## src/rtl/pulse_detect_controller.sv

```systemverilog
// pulse_detect_controller
// Sequences the noise-floor threshold detector through calibration, latches
// its threshold, then detects pulses in the per-sample power stream,
// reporting time of arrival and width before a hold-off and re-arm.
// Optional build macro: PERIODIC_RECAL_EN adds a timed recalibration request
// that fires after RECAL_PERIOD cycles spent in ARMED.
module pulse_detect_controller #(
  parameter int unsigned CAL_RESET_CYCLES = 4,
  parameter int unsigned CAL_TIMEOUT      = 262143,
  parameter int unsigned MIN_RUN          = 3,
  parameter int unsigned HOLDOFF_CYCLES   = 64
`ifdef PERIODIC_RECAL_EN
  , parameter int unsigned RECAL_PERIOD   = 30000000
`endif
) (
  input  logic        clk,
  input  logic        reset,
  input  logic        enable,
  input  logic        recal_req,
  input  logic [31:0] power,
  input  logic        power_valid,
  input  logic [47:0] threshold,
  input  logic        threshold_calculated,
  output logic        det_reset,
  output logic        det_data_valid,
  output logic        detect,
  output logic        pulse_done,
  output logic [31:0] toa,
  output logic [15:0] pulse_width,
  output logic        cal_err,
  output logic [2:0]  state
);

  typedef enum logic [2:0] {
    S_IDLE      = 3'd0,
    S_CAL_RESET = 3'd1,
    S_CAL_RUN   = 3'd2,
    S_ARMED     = 3'd3,
    S_IN_PULSE  = 3'd4,
    S_HOLDOFF   = 3'd5,
    S_ERROR     = 3'd6
  } state_t;

  localparam logic [31:0] CAL_RESET_LAST = 32'(CAL_RESET_CYCLES - 1);
  localparam logic [31:0] CAL_TIMEOUT_LAST = 32'(CAL_TIMEOUT - 1);
  localparam logic [31:0] HOLDOFF_LAST = 32'(HOLDOFF_CYCLES - 1);
  localparam logic [15:0] MIN_RUN_W = 16'(MIN_RUN);

  state_t      cur_state, nxt_state;
  logic [31:0] ts;          // free-running timestamp
  logic [31:0] phase_cnt;   // cycles spent in the current state
  logic [15:0] run_cnt;     // consecutive above samples while ARMED
  logic [31:0] run_toa;     // timestamp of the first sample of the run
  logic [47:0] threshold_q;
  logic        pending;     // recalibration requested, not yet started
  logic        periodic_hit;

  logic above, run_hit, fire_detect, fire_done, latch_thr, enter_cal;

  assign state   = cur_state;
  assign above   = power_valid && ({16'b0, power} > threshold_q);
  assign run_hit = above && ((run_cnt + 16'd1) == MIN_RUN_W);
  assign enter_cal = (nxt_state == S_CAL_RESET) && (cur_state != S_CAL_RESET);

`ifdef PERIODIC_RECAL_EN
  localparam logic [31:0] RECAL_LAST = 32'(RECAL_PERIOD - 1);
  logic [31:0] recal_cnt;

  assign periodic_hit = (cur_state == S_ARMED) && (recal_cnt == RECAL_LAST);

  // Count ARMED residency; restart whenever ARMED is (re)entered.
  always_ff @(posedge clk) begin
    if (!reset || cur_state != S_ARMED) recal_cnt <= '0;
    else                                recal_cnt <= recal_cnt + 32'd1;
  end
`else
  assign periodic_hit = 1'b0;
`endif

  // Next-state decode plus detector control and strobe requests.
  always_comb begin
    // NOTE: every output of this block gets a default first, so no path
    // through the case statement can leave a signal unassigned (no latches).
    nxt_state      = cur_state;
    det_reset      = 1'b1;
    det_data_valid = 1'b0;
    fire_detect    = 1'b0;
    fire_done      = 1'b0;
    latch_thr      = 1'b0;
    case (cur_state)
      S_IDLE: begin
        det_reset = 1'b0;
        if (enable) nxt_state = S_CAL_RESET;
      end
      S_CAL_RESET: begin
        det_reset = 1'b0;
        if (phase_cnt == CAL_RESET_LAST) nxt_state = S_CAL_RUN;
      end
      S_CAL_RUN: begin
        det_data_valid = power_valid;
        // The done flag is ignored on the entry cycle: the detector has only
        // just left reset and may still present a stale flag.
        if (phase_cnt != 32'd0 && threshold_calculated) begin
          latch_thr = 1'b1;
          nxt_state = S_ARMED;
        end else if (phase_cnt == CAL_TIMEOUT_LAST) begin
          nxt_state = S_ERROR;
        end
      end
      S_ARMED: begin
        if (pending) begin
          nxt_state = S_CAL_RESET;
        end else if (run_hit) begin
          fire_detect = 1'b1;
          nxt_state   = S_IN_PULSE;
        end
      end
      S_IN_PULSE: begin
        if (power_valid && !above) begin
          fire_done = 1'b1;
          nxt_state = S_HOLDOFF;
        end
      end
      S_HOLDOFF: begin
        if (phase_cnt == HOLDOFF_LAST) nxt_state = S_ARMED;
      end
      S_ERROR: det_reset = 1'b0;
      default: nxt_state = S_IDLE;
    endcase
    if (!enable) begin
      nxt_state   = S_IDLE;
      fire_detect = 1'b0;
      fire_done   = 1'b0;
      latch_thr   = 1'b0;
    end
  end

  // State register.
  always_ff @(posedge clk) begin
    // NOTE: reset is sampled on the clock edge only; it is not in the
    // sensitivity list, so this is a synchronous reset.
    if (!reset) cur_state <= S_IDLE;
    else        cur_state <= nxt_state;
  end

  // Datapath: timestamp, phase/run counters, threshold latch, reported values.
  always_ff @(posedge clk) begin
    if (!reset) begin
      // NOTE: sequential state is written with <= so every register here
      // samples the pre-edge values, independent of statement order.
      ts          <= '0;
      phase_cnt   <= '0;
      run_cnt     <= '0;
      run_toa     <= '0;
      threshold_q <= '0;
      pending     <= 1'b0;
      detect      <= 1'b0;
      pulse_done  <= 1'b0;
      toa         <= '0;
      pulse_width <= '0;
      cal_err     <= 1'b0;
    end else begin
      ts         <= ts + 32'd1;
      phase_cnt  <= (nxt_state != cur_state) ? 32'd0 : phase_cnt + 32'd1;
      detect     <= fire_detect;
      pulse_done <= fire_done;
      cal_err    <= (nxt_state == S_ERROR);

      if (latch_thr) threshold_q <= threshold;

      // A request arriving on the very cycle calibration starts survives.
      if (enter_cal)                      pending <= recal_req;
      else if (recal_req || periodic_hit) pending <= 1'b1;

      if (cur_state == S_ARMED && nxt_state == S_ARMED) begin
        if (above) begin
          if (run_cnt == 16'd0) run_toa <= ts;
          run_cnt <= run_cnt + 16'd1;
        end else if (power_valid) begin
          run_cnt <= '0;
        end
      end else begin
        run_cnt <= '0;
      end

      if (fire_detect) begin
        toa         <= (run_cnt == 16'd0) ? ts : run_toa;
        pulse_width <= MIN_RUN_W;
      end else if (cur_state == S_IN_PULSE && nxt_state == S_IN_PULSE &&
                   above && pulse_width != 16'hFFFF) begin
        pulse_width <= pulse_width + 16'd1;
      end
    end
  end

endmodule

```

## config.mk

```make
export PLATFORM = sky130hd
export DESIGN_NAME = pulse_detect_controller
export DESIGN_NICKNAME = d
export VERILOG_FILES = /design/src/rtl/pulse_detect_controller.sv
export SDC_FILE = /design/constraint.sdc
export NUM_CORES = 1
export LEC_CHECK = 0
export BUFFER_PORTS_ARGS = -buffer_cell sky130_fd_sc_hd__buf_4
export CAP_MARGIN = 20
export CORE_MARGIN = 2
export CORE_UTILIZATION = 40
export CTS_CLUSTER_SIZE = 24
export DETAILED_ROUTE_END_ITERATION = 8
export PLACE_DENSITY_LB_ADDON = 0.25
export SLEW_MARGIN = 20
export SYNTH_ARGS = -nofsm -noshare
export SYNTH_HDL_FRONTEND = slang
export SYNTH_SLANG_ARGS = --single-unit
```

## constraint.sdc

```tcl
create_clock -name clk -period 3.3 [get_ports clk]
set_clock_uncertainty 0.2 [all_clocks]
set_input_delay 0.33 -clock clk [delete_from_list [all_inputs] [get_ports clk]]
set_output_delay 0.33 -clock clk [all_outputs]
set_load 0.005 [all_outputs]
```

Word level (Yosys, flattened, before mapping). Cells that the tools add are included.

Muxes and demuxes: 26. Bitwise operators: 1. Add/sub/neg operators: 4. $mul: 0. Reductions and logical operators: 22. Shift-type cells: 0. $lt $le $gt $ge: 1. Eq/ne operators: 17. Div/mod/pow operators: 0.

Operators with widths (number): $add 32x1->32 const B (2); $gt 32x48->1 (1); $add 16x1->16 const B (2); $eq 32x18->1 const B (1); $eq 32x2->1 const B (1); $eq 32x6->1 const B (1); $mux 16 (2); $mux 32 (1); $reduce_bool 32->1 (1); $mux 3 (8); $pmux 3 s7 (1); $eq 16x2->1 const B (1); $logic_not 16->1 (1); $ne 16x16->1 const B (1); $eq 3x3->1 const B (5); $mux 1 (12); $eq 3x2->1 const B (3); $logic_and 1x1->1 (9); $eq 3x1->1 const B (2); $reduce_bool 2->1 (3); $mux 2 (2); $reduce_and 2->1 (2); $reduce_or 2->1 (2); $logic_not 3->1 (1); 6 further kinds (6).

Bits in read-only memories: 0. Memory bits (writable): 0. Latch bits: 0. Word-level logic and storage cells: 84. Register bits after elaboration: 215. Memories kept: 0.

Logic depth before layout (Yosys ltp). Gate-level depths: netlist (run 1).

Word-level depth: 13. Depth in mapped cells: 12. Gate-level depth less buffers: 10.

Worst setup path after synthesis (run 1). No wires, ideal clock.

Kind: flip-flop to flip-flop. From: register run_cnt[1]. To: register run_cnt[0]. Buffers on the path: 2. Stages on the path, launching flop included: 12. Arrival time: 2887 ps. Period minus slack after synthesis: 3204 ps. Setup time: 117 ps. Slack: 96 ps. Path through: dfxtp_1 ha_1 buf_4 nand3_2 or4_4 a2111oi_0 nand4_1 or4_1 o31ai_1 a211o_2 buf_2 nor2_1.

Cells in the longest elaborated chain, start to end: 10.

Ends and longest elaborated chain: start: declaration (line 52) `logic [15:0] run_cnt;`; start signal: assignment (line 178) `run_cnt <= run_cnt + 16'd1;`; $add 16x1->16 (line 62) `assign run_hit = above && ((run_cnt + 16'd1) == MIN_RUN_W);`; $eq 16x2->1 (line 62); $logic_and 1x1->1 (line 62); $mux 3 (line 113) `end else if (run_hit) begin`; $mux 3 (line 111) `if (pending) begin`; $pmux 3 s7 (line 90) `case (cur_state)`; $mux 3 (line 130) `if (!enable) begin`; $eq 3x2->1 (line 175) `if (cur_state == S_ARMED && nxt_state == S_ARMED) begin`; $logic_and 1x1->1 (line 175); $reduce_and 2->1 (no source line).

Every way passes these cells. A chain may end at the register's enable or synchronous reset.

Worst setup path in the final report (run 1).
From: register run_cnt[0]. To: register toa[22].

Cells in the longest elaborated chain, start to end: 7. Elaborated cells on any way between the ends: 9.

Ends and longest elaborated chain: $add 16x1->16 (line 62); $eq 16x2->1 (line 62); $logic_and 1x1->1 (line 62); $mux 1 (line 113); $mux 1 (line 111); $mux 1 (line 90); $mux 1 (line 130); end signal: assignment (line 187) `toa <= (run_cnt == 16'd0) ? ts : run_toa;`; end: declaration (line 28) `output logic [31:0] toa,`.

Parallel ways exist; a longest one is shown, timed or not.

==> results.sh, run 1 <==
export IMPL_insertion_delay_ps=520
export IMPL_hpwl_um=18700
export IMPL_core_region_area_um2=25840
export IMPL_avgSynthCellArea_um2=8.052
export IMPL_cts_htree_levels=1
export IMPL_cp_start_kind="flop"
export IMPL_arrival_ps=3450
export IMPL_synth_area_leaders="dfxtp_1 (41%), nand2_1 (8.3%), nor2_1 (6.2%), ha_1 (4.8%), a21oi_1 (4.5%)"
export IMPL_worst_pin_slew_ps=625.4
export IMPL_rr_endpoint="toa[22]"
export IMPL_overflow=0
export IMPL_fillers=2420
export IMPL_hold_viol=0
export IMPL_reg2reg_slack_ps=60
export IMPL_hold_end="threshold_q[9]"
export IMPL_crit_reg2reg_launch="run_cnt[0]"
export IMPL_clockBufferDepth=3
export IMPL_area_growth_pct=30.67
export IMPL_final_nets=1638
export IMPL_ys_warn_count=0
export IMPL_dieWidth_um=165.6
export IMPL_dp_cells=1750
export IMPL_reg2regPathDepth=13
export IMPL_final_cells=1859
export IMPL_slew_viol_final=0
export IMPL_setup_viol=0
export IMPL_slew_limit_headroom_pct=57.92
export IMPL_dp_slack_ps=-28.50
export IMPL_internal_power_mw=4.372
export IMPL_status="finished clean"
export IMPL_worst_slack_ps=57.75
export IMPL_yosys_most_used_dff="dfxtp_1"
export IMPL_initial_utilization_pct=40.45
export IMPL_grt_pass1_vias=9138
export IMPL_max_cap_violations=0
export IMPL_cts_sinks=215
export IMPL_vias=9771
export IMPL_finalCritPeriodShare_pct=98.25
export IMPL_diodes=0
export IMPL_synth_cells=1298
export IMPL_critical_path_class="flop to flop"
export IMPL_ys_seq_area_share_pct=41.18
export IMPL_tns_ps=0
export IMPL_whs_path_depth=2
export IMPL_grt_pass1_wl_um=45170
export IMPL_fp_row_count=59
export IMPL_vdd_drop_max_uv=366.2
export IMPL_first_iter_violations=580
export IMPL_worstHoldStart="threshold_q[9]"
export IMPL_synth_async_reset_ratio_pct=0
export IMPL_p_sw_mw=1.190
export IMPL_cts_tree="yes"
export IMPL_required_ps=3510
export IMPL_yosysMostFrequentCell="nand2_1"
export IMPL_cp_max_fo=11
export IMPL_antenna_found_initial=0
export IMPL_setup_worst_path_end_class="flop"
export IMPL_synth_edf_count=0
export IMPL_gp_congestion=0.8547
export IMPL_ys_ff_latch=215
export IMPL_ios=142
export IMPL_avgViaCountPerCell=5.256
export IMPL_clkPwrFrac_pct=47.6
export IMPL_min_period_ps=3242
export IMPL_power_frac_comb_pct=5.4
export IMPL_syn_area_um2=10450
export IMPL_min_path_type="flop to flop"
export IMPL_wl_um=28420
export IMPL_grt_usage_pct=19.27
export IMPL_firstDrtPassIters=6
export IMPL_wl_per_cell_um=15.29
export IMPL_crit_path_start="run_cnt[0]"
export IMPL_synth_top_cell_area_share_pct=41.18
export IMPL_numPortBuffers=141
export IMPL_synth_fp_nets=1424
export IMPL_synth_largest_area_cell="dfxtp_1"
export IMPL_power_density_nw_per_um2=407.3
export IMPL_grt_max_degree=113
export IMPL_timing_fmax_mhz=308.4
export IMPL_synthTopCellsByCount="nand2_1 (231), dfxtp_1 (215), nor2_1 (173)"
export IMPL_root_buffer="clkbuf_16"
export IMPL_cts_buffers=24
export IMPL_layout_drive_gt1_share_pct=18.57
export IMPL_synth_cell_types=68
export IMPL_ant_nets=0
export IMPL_route_detailed_drc=0
export IMPL_path_clk_slew_ps=60
export IMPL_leakagePower_nw=4.920
export IMPL_seqPwrFrac_pct=46.9
export IMPL_die_y_um=165.6
export IMPL_swShare_pct=21.40
export IMPL_dieArea_um2=27440
==> sequential cells by signal, indices dropped and copies added (netlist names) <==
name         cells
ts              32
phase_cnt       32
detect           1
pulse_width     16
pulse_done       1
run_toa         32
toa             32
pending          1
threshold_q     48
cal_err          1
run_cnt         16
state            3
==> per-stage QoR <==
stage                     util, %  total power, mW  cell area (µm²)  hold slack, ps
after floorplan                 -            2.778            10450           236.0
after global placement      46.68            2.912            12060           243.1
after detailed placement    46.68            2.916            12060           246.5
after CTS                   51.74            5.622            13370           254.8
after global routing        52.86            5.751            13660           276.3
final                       52.86            5.562            13660           251.2
==> power by group through the flow <==
stage / combinational (mW) / clock (mW) / sequential [mW]
after floorplan: 0.113 / 0 / 2.66
after detailed placement: 0.248 / 0 / 2.67
final: 0.303 / 2.65 / 2.61
after CTS: 0.300 / 2.71 / 2.61
after global placement: 0.244 / 0 / 2.67
after global routing: 0.333 / 2.81 / 2.61
==> kinds of logic after synthesis <==
logic type / synth area share (%)
AOI/OAI and AO/OA: 13.67
adders and majority gates: 4.789
and+or+nand+nor: 26.31
buffers and inverters: 4.872
muxes: 3.472
DFF: 41.18
xor gates and xnor gates: 5.699
==> area by class of cell <==
| cell class | count | area (µm²) | area share (%) |
|---|---|---|---|
| flip-flops and latches | 215 | 4308 | 31.54 |
| inverters | 55 | 209.0 | 1.530 |
| clock inverters | 4 | 70.07 | 0.5131 |
| well taps | 335 | 419.2 | 3.069 |
| clock buffers | 34 | 699.4 | 5.121 |
| repair buffers | 258 | 2227 | 16.31 |
| multi-input cells | 958 | 5724 | 41.91 |
==> what timing repair did <==
action / CTS / global route
hold buffers: 53 / 0
pin swaps: 1 / 19
resized for setup: 1 / 27
hold endpoints to repair: 56 / 0
cloned: 0 / 5
setup buffers: 0 / 13
endpoints found under the setup margin: 13 / 130
==> how the worst max path moves through the flow <==
stage	endpoint
floorplan	run_cnt[0]
global placement	run_cnt[11]
detailed placement	pulse_width[14]
CTS	pulse_width[14]
global route	pulse_width[13]
finish	toa[22]
==> critical path, cell delays in order (launching register included) <==
cell	delay, ps
dfxtp_1	330
ha_2	200
buf_6	130
nand4_1	110
buf_6	160
nor3_4	190
mux2i_1	120
nand4b_1	250
or4_4	650
nor2_4	180
buf_4	150
clkbuf_16	160
nor2_1	50
a311oi_1	240
==> per-layer routing <==
| metal | vias up | global-route usage [%] | routed length [µm] |
|---|---|---|---|
| met4 | 0 | 7.221 | 1063 |
| met5 | - | 0 | 0 |
| li1 | 4911 | - | - |
| met2 | 213 | 32.47 | 13340 |
| met1 | 4581 | 24.91 | 12800 |
| met3 | 66 | 3.011 | 1218 |
==> cell usage in the layout, fill, tap and decap left out, types with 32 or more instances in the layout <==
master,n
a21oi_1,93
a311oi_1,33
buf_4,188
dfxtp_1,212
dlygate4sd3_1,53
ha_1,39
inv_1,53
mux2i_1,33
nand2_1,231
nand3_1,44
nand4_1,35
nor2_1,171
o21ai_0,32
xor2_1,39
(Power assumes the default switching activity.)
==> inputs of run 2 (changes only) <==
CORE_UTILIZATION = 52   (was 40)
==> results.sh, run 2 (synthesized netlist as in run 1, its figures left out) <==
export IMPL_grt_usage_pct=24.88
export IMPL_largest_reg_flops=48
export IMPL_vdd_drop_max_uv=441.1
export IMPL_gp_congestion=0.9525
export IMPL_avgViaCountPerCell=5.518
export IMPL_p_sw_mw=1.218
export IMPL_cts_tree="yes"
export IMPL_final_cells=1784
export IMPL_cts_htree_levels=1
export IMPL_fillers=1566
export IMPL_final_common_cell="nand2_1"
export IMPL_core_region_area_um2=19590
export IMPL_seqPwrFrac_pct=45.8
export IMPL_wl_um=27660
export IMPL_slew_viol_final=0
export IMPL_status="finished clean"
export IMPL_layout_drive_gt1_share_pct=18.37
export IMPL_multi_input_area_um2=5710
export IMPL_root_buffer="clkbuf_16"
export IMPL_dieWidth_um=145.8
export IMPL_wl_per_cell_um=15.50
export IMPL_area_growth_pct=29.19
export IMPL_finalCritPeriodShare_pct=95.27
export IMPL_initial_utilization_pct=53.35
export IMPL_fp_row_count=51
export IMPL_route_detailed_drc=0
export IMPL_dp_cells=1680
export IMPL_first_iter_violations=557
export IMPL_arrival_ps=3380
export IMPL_setup_worst_path_end_class="flop"
export IMPL_hpwl_um=17830
export IMPL_cts_buffers=23
export IMPL_internal_power_mw=4.484
export IMPL_slew_limit_headroom_pct=51.93
export IMPL_firstDrtPassIters=5
export IMPL_min_path_type="flop to flop"
export IMPL_numPortBuffers=141
export IMPL_power_density_nw_per_um2=422.3
export IMPL_seq_area_um2=4309
export IMPL_path_clk_slew_ps=60
export IMPL_grt_pass1_wl_um=44810
export IMPL_total_power_mw=5.702
export IMPL_overflow=0
export IMPL_grt_setup_unrepaired="yes"
export IMPL_vias=9844
export IMPL_clkPwrFrac_pct=48.9
export IMPL_power_frac_comb_pct=5.3
export IMPL_ant_nets=0
export IMPL_diodes=0
export IMPL_largest_register="threshold_q"
export IMPL_swShare_pct=21.37
export IMPL_leakagePower_nw=4.883
export IMPL_grt_max_degree=127
export IMPL_hold_viol=0
export IMPL_max_cap_violations=0
export IMPL_clockBufferDepth=3
export IMPL_cts_sinks=215
export IMPL_setup_viol=0
export IMPL_cp_max_fo=32
export IMPL_dieArea_um2=21250
export IMPL_timing_fmax_mhz=318.1
export IMPL_die_y_um=145.8
export IMPL_critical_path_class="flop to flop"
export IMPL_min_period_ps=3144
export IMPL_worst_pin_slew_ps=716.2
export IMPL_final_nets=1629
export IMPL_grt_pass1_vias=9190
export IMPL_tns_ps=0
export IMPL_cp_start_kind="flop"
export IMPL_layout_common_cells="nand2_1 (231), dfxtp_1 (211), buf_4 (188)"
export IMPL_antenna_found_initial=0
export IMPL_insertion_delay_ps=520
export IMPL_ios=142
export IMPL_required_ps=3540
==> run 2: cell count changes in the layout (fill, tap and decap cells not counted), sizes merged, moves of 2 or more <==
| cell | change |
|---|---|
| buf | -5 |
| clkbuf | -5 |
| bufinv | +2 |
| clkinv | +2 |
==> run 2: final timing paths <==
check	start	to	slack [ps]	cells past startpoint
max	threshold_q[23]	phase_cnt[14]	160	12
max reg2reg	threshold_q[23]	phase_cnt[14]	160	12
min reg2reg	threshold_q[27]	threshold_q[27]	250	2
min	threshold_q[27]	threshold_q[27]	250	2
==> run 2: metrics by stage <==
stage	cell area, µm²	utilization [%]	hold WS (ps)	worst slack, ps
after floorplan	10450	-	236.0	95.65
after global placement	11970	61.12	242.6	15.86
after detailed placement	11970	61.12	246.7	45.56
after CTS	13350	68.13	255.1	16.85
after global routing	13500	68.92	268.9	-19.26
final	13500	68.92	254.6	156.1
==> run 2: cell type report <==
cell class | instances | share of cell area, %
clock buffers | 31 | 4.930
clock inverters | 10 | 1.158
inverters | 55 | 1.548
multi-input cells | 958 | 42.29
flip-flops and latches | 215 | 31.92
well taps | 265 | 2.456
repair buffers | 250 | 15.70
==> run 2: routing by layer <==
metal	vias up	global-route usage, %	wire [µm]
li1	4902	-	-
met1	4593	32.53	12200
met2	287	42.08	13140
met3	62	3.981	1469
met4	0	8.039	838
met5	-	0	0
==> run 2: what timing repair did <==
action,4_1_cts,5_1_grt
setup endpoints to repair,1,129
buffers inserted,4,5
hold buffers,52,0
resized for setup,0,18
hold endpoints to repair,57,0
pin swaps,2,10
gates cloned,0,2
==> run 2: power groups by stage <==
stage,clock network (mW),registers (mW),logic (mW)
floorplan,0,2.66,0.113
global placement,0,2.67,0.241
detailed placement,0,2.67,0.243
CTS,2.83,2.61,0.295
global route,2.95,2.61,0.328
finish,2.79,2.61,0.301
==> run 2: critical path: stages (launching register included) <==
cell	delay [ps]
dfxtp_1	330
inv_1	50
ha_1	310
and4_1	260
nor4bb_4	310
buf_4	170
nand2b_1	70
a31oi_1	240
o21ai_1	230
and3b_1	260
a211o_1	300
buf_12	180
nor2_1	150
==> inputs of run 3 (changes only) <==
CAP_MARGIN = 15   (was 20)
clock period = 2.55 ns   (was 3.3 ns; I/O delays follow)
==> results.sh, run 3 (synthesized netlist as in run 1, its figures left out) <==
export IMPL_final_common_cell="buf_4"
export IMPL_area_growth_pct=50.20
export IMPL_slew_viol_final=0
export IMPL_vdd_drop_max_uv=532.1
export IMPL_numPortBuffers=141
export IMPL_dieWidth_um=145.8
export IMPL_overflow=0
export IMPL_critical_path_class="flop to flop"
export IMPL_internal_power_mw=5.520
export IMPL_layout_common_cells="buf_4 (309), nand2_1 (230), dfxtp_1 (199)"
export IMPL_whs_path_depth=2
export IMPL_cts_buffers=23
export IMPL_arrival_ps=3370
export IMPL_insertion_delay_ps=520
export IMPL_grt_setup_unrepaired="yes"
export IMPL_violations="negative setup slack"
export IMPL_grt_pass1_vias=10650
export IMPL_swShare_pct=22.97
export IMPL_largest_reg_flops=48
export IMPL_gp_congestion=0.8997
export IMPL_crit_reg2reg_launch="run_cnt[0]"
export IMPL_avgViaCountPerCell=5.711
export IMPL_setup_viol=135
export IMPL_worst_pin_slew_ps=837.1
export IMPL_diodes=0
export IMPL_worst_slack_ps=-602.6
export IMPL_min_period_ps=3153
export IMPL_cts_sinks=215
export IMPL_status="complete, but fails checks"
export IMPL_worstHoldStart="threshold_q[21]"
export IMPL_power_density_nw_per_um2=456.5
export IMPL_core_region_area_um2=19590
export IMPL_seqPwrFrac_pct=47.1
export IMPL_finalCritPeriodShare_pct=123.6
export IMPL_clkPwrFrac_pct=45.9
export IMPL_leakagePower_nw=5.873
export IMPL_setup_worst_path_end_class="flop"
export IMPL_fillers=1190
export IMPL_reg2regPathDepth=11
export IMPL_min_path_type="flop to flop"
export IMPL_grt_pass1_wl_um=51020
export IMPL_final_nets=1785
export IMPL_wl_per_cell_um=18.11
export IMPL_clockBufferDepth=3
export IMPL_rr_endpoint="pulse_width[8]"
export IMPL_wl_um=35160
export IMPL_dp_slack_ps=-572.9
export IMPL_grt_usage_pct=28.34
export IMPL_seq_area_um2=4329
export IMPL_initial_utilization_pct=53.35
export IMPL_cts_htree_levels=1
export IMPL_antenna_found_initial=0
export IMPL_largest_register="threshold_q"
export IMPL_ios=142
export IMPL_slew_limit_headroom_pct=44.19
export IMPL_cts_tree="yes"
export IMPL_route_detailed_drc=0
export IMPL_p_sw_mw=1.646
export IMPL_hpwl_um=19490
export IMPL_multi_input_area_um2=6495
export IMPL_fp_row_count=51
export IMPL_vias=11090
export IMPL_tns_ps=-61610
export IMPL_ant_nets=0
export IMPL_hold_viol=0
export IMPL_firstDrtPassIters=7
export IMPL_cp_start_kind="flop"
export IMPL_final_core_util_pct=80.13
export IMPL_reg2reg_slack_ps=-600
export IMPL_power_frac_comb_pct=7.1
export IMPL_max_cap_violations=0
export IMPL_whs_ps=256.1
export IMPL_root_buffer="clkbuf_16"
export IMPL_grt_max_degree=75
export IMPL_hold_end="threshold_q[21]"
export IMPL_first_iter_violations=714
export IMPL_timing_fmax_mhz=317.2
export IMPL_layout_drive_gt1_share_pct=33.83
export IMPL_cp_max_fo=5
export IMPL_path_clk_slew_ps=70
export IMPL_dieArea_um2=21250
export IMPL_die_y_um=145.8
export IMPL_required_ps=2760
==> run 3: cell count changes in the layout (fill, tap and decap cells not counted), sizes merged <==
cell,delta
buf,+144
bufbuf,+1
bufinv,-4
clkbuf,+13
clkinv,+1
clkinvlp,-1
nor2,+3
==> run 3: how the worst max path moves through the flow <==
stage | to | slack [ps] | depth (start not counted) | start
after floorplan | pulse_width[10] | -420 | 11 | run_cnt[1]
after global placement | pulse_width[9] | -480 | 10 | run_cnt[8]
after detailed placement | pulse_width[10] | -570 | 10 | run_cnt[8]
after CTS | pulse_width[11] | -500 | 11 | run_cnt[0]
after global routing | pulse_width[8] | -710 | 11 | run_cnt[0]
final | pulse_width[8] | -600 | 11 | run_cnt[0]
==> run 3: cell type report <==
class                      instances  area share, %
timing repair buffer             403          22.90
inverter                          55          1.331
tap                              265          2.112
multi-input combinational        961          41.38
clock inverter                     6         0.2152
clock buffer                      36          4.487
sequential                       215          27.58
==> run 3: per-stage QoR <==
step	total power, mW	instance area [µm²]	cells
after global placement	3.801	13120	1801
final	7.167	15700	1941
after CTS	7.115	14710	1915
after detailed placement	3.806	13120	1801
after floorplan	3.603	10770	1298
after global routing	7.372	15700	1941
==> run 3: repair_timing <==
item	CTS	global route
buffers inserted	17	13
pin swaps	13	35
hold endpoints to repair	62	0
gates resized for setup	37	144
setup endpoints to repair	136	187
hold buffers	52	0
cloned	3	15
==> run 3: power groups by stage <==
stage                     clock (mW)  combinational [mW]  sequential (mW)
after CTS                       3.31               0.436             3.37
final                           3.29               0.506             3.37
after detailed placement           0               0.359             3.45
after floorplan                    0               0.156             3.45
after global routing            3.46               0.544             3.37
after global placement             0               0.354             3.45
==> run 3: routing by layer <==
layer / up-vias / global-route usage, % / routed length (µm)
met5: - / 0 / 0
met4: 0 / 12.35 / 1649
met3: 131 / 4.451 / 2108
met2: 422 / 49.67 / 17460
met1: 5307 / 34.37 / 13940
li1: 5225 / - / -
==> run 3: worst max-delay path, stage by stage, from the launching register on <==
cell,delay [ps]
dfxtp_4,360
ha_4,160
nand4_1,150
buf_4,190
nor3_4,150
mux2i_2,110
nand4b_1,240
or4_4,600
bufbuf_16,310
a211oi_1,320
xnor2_1,180
nor2_1,50
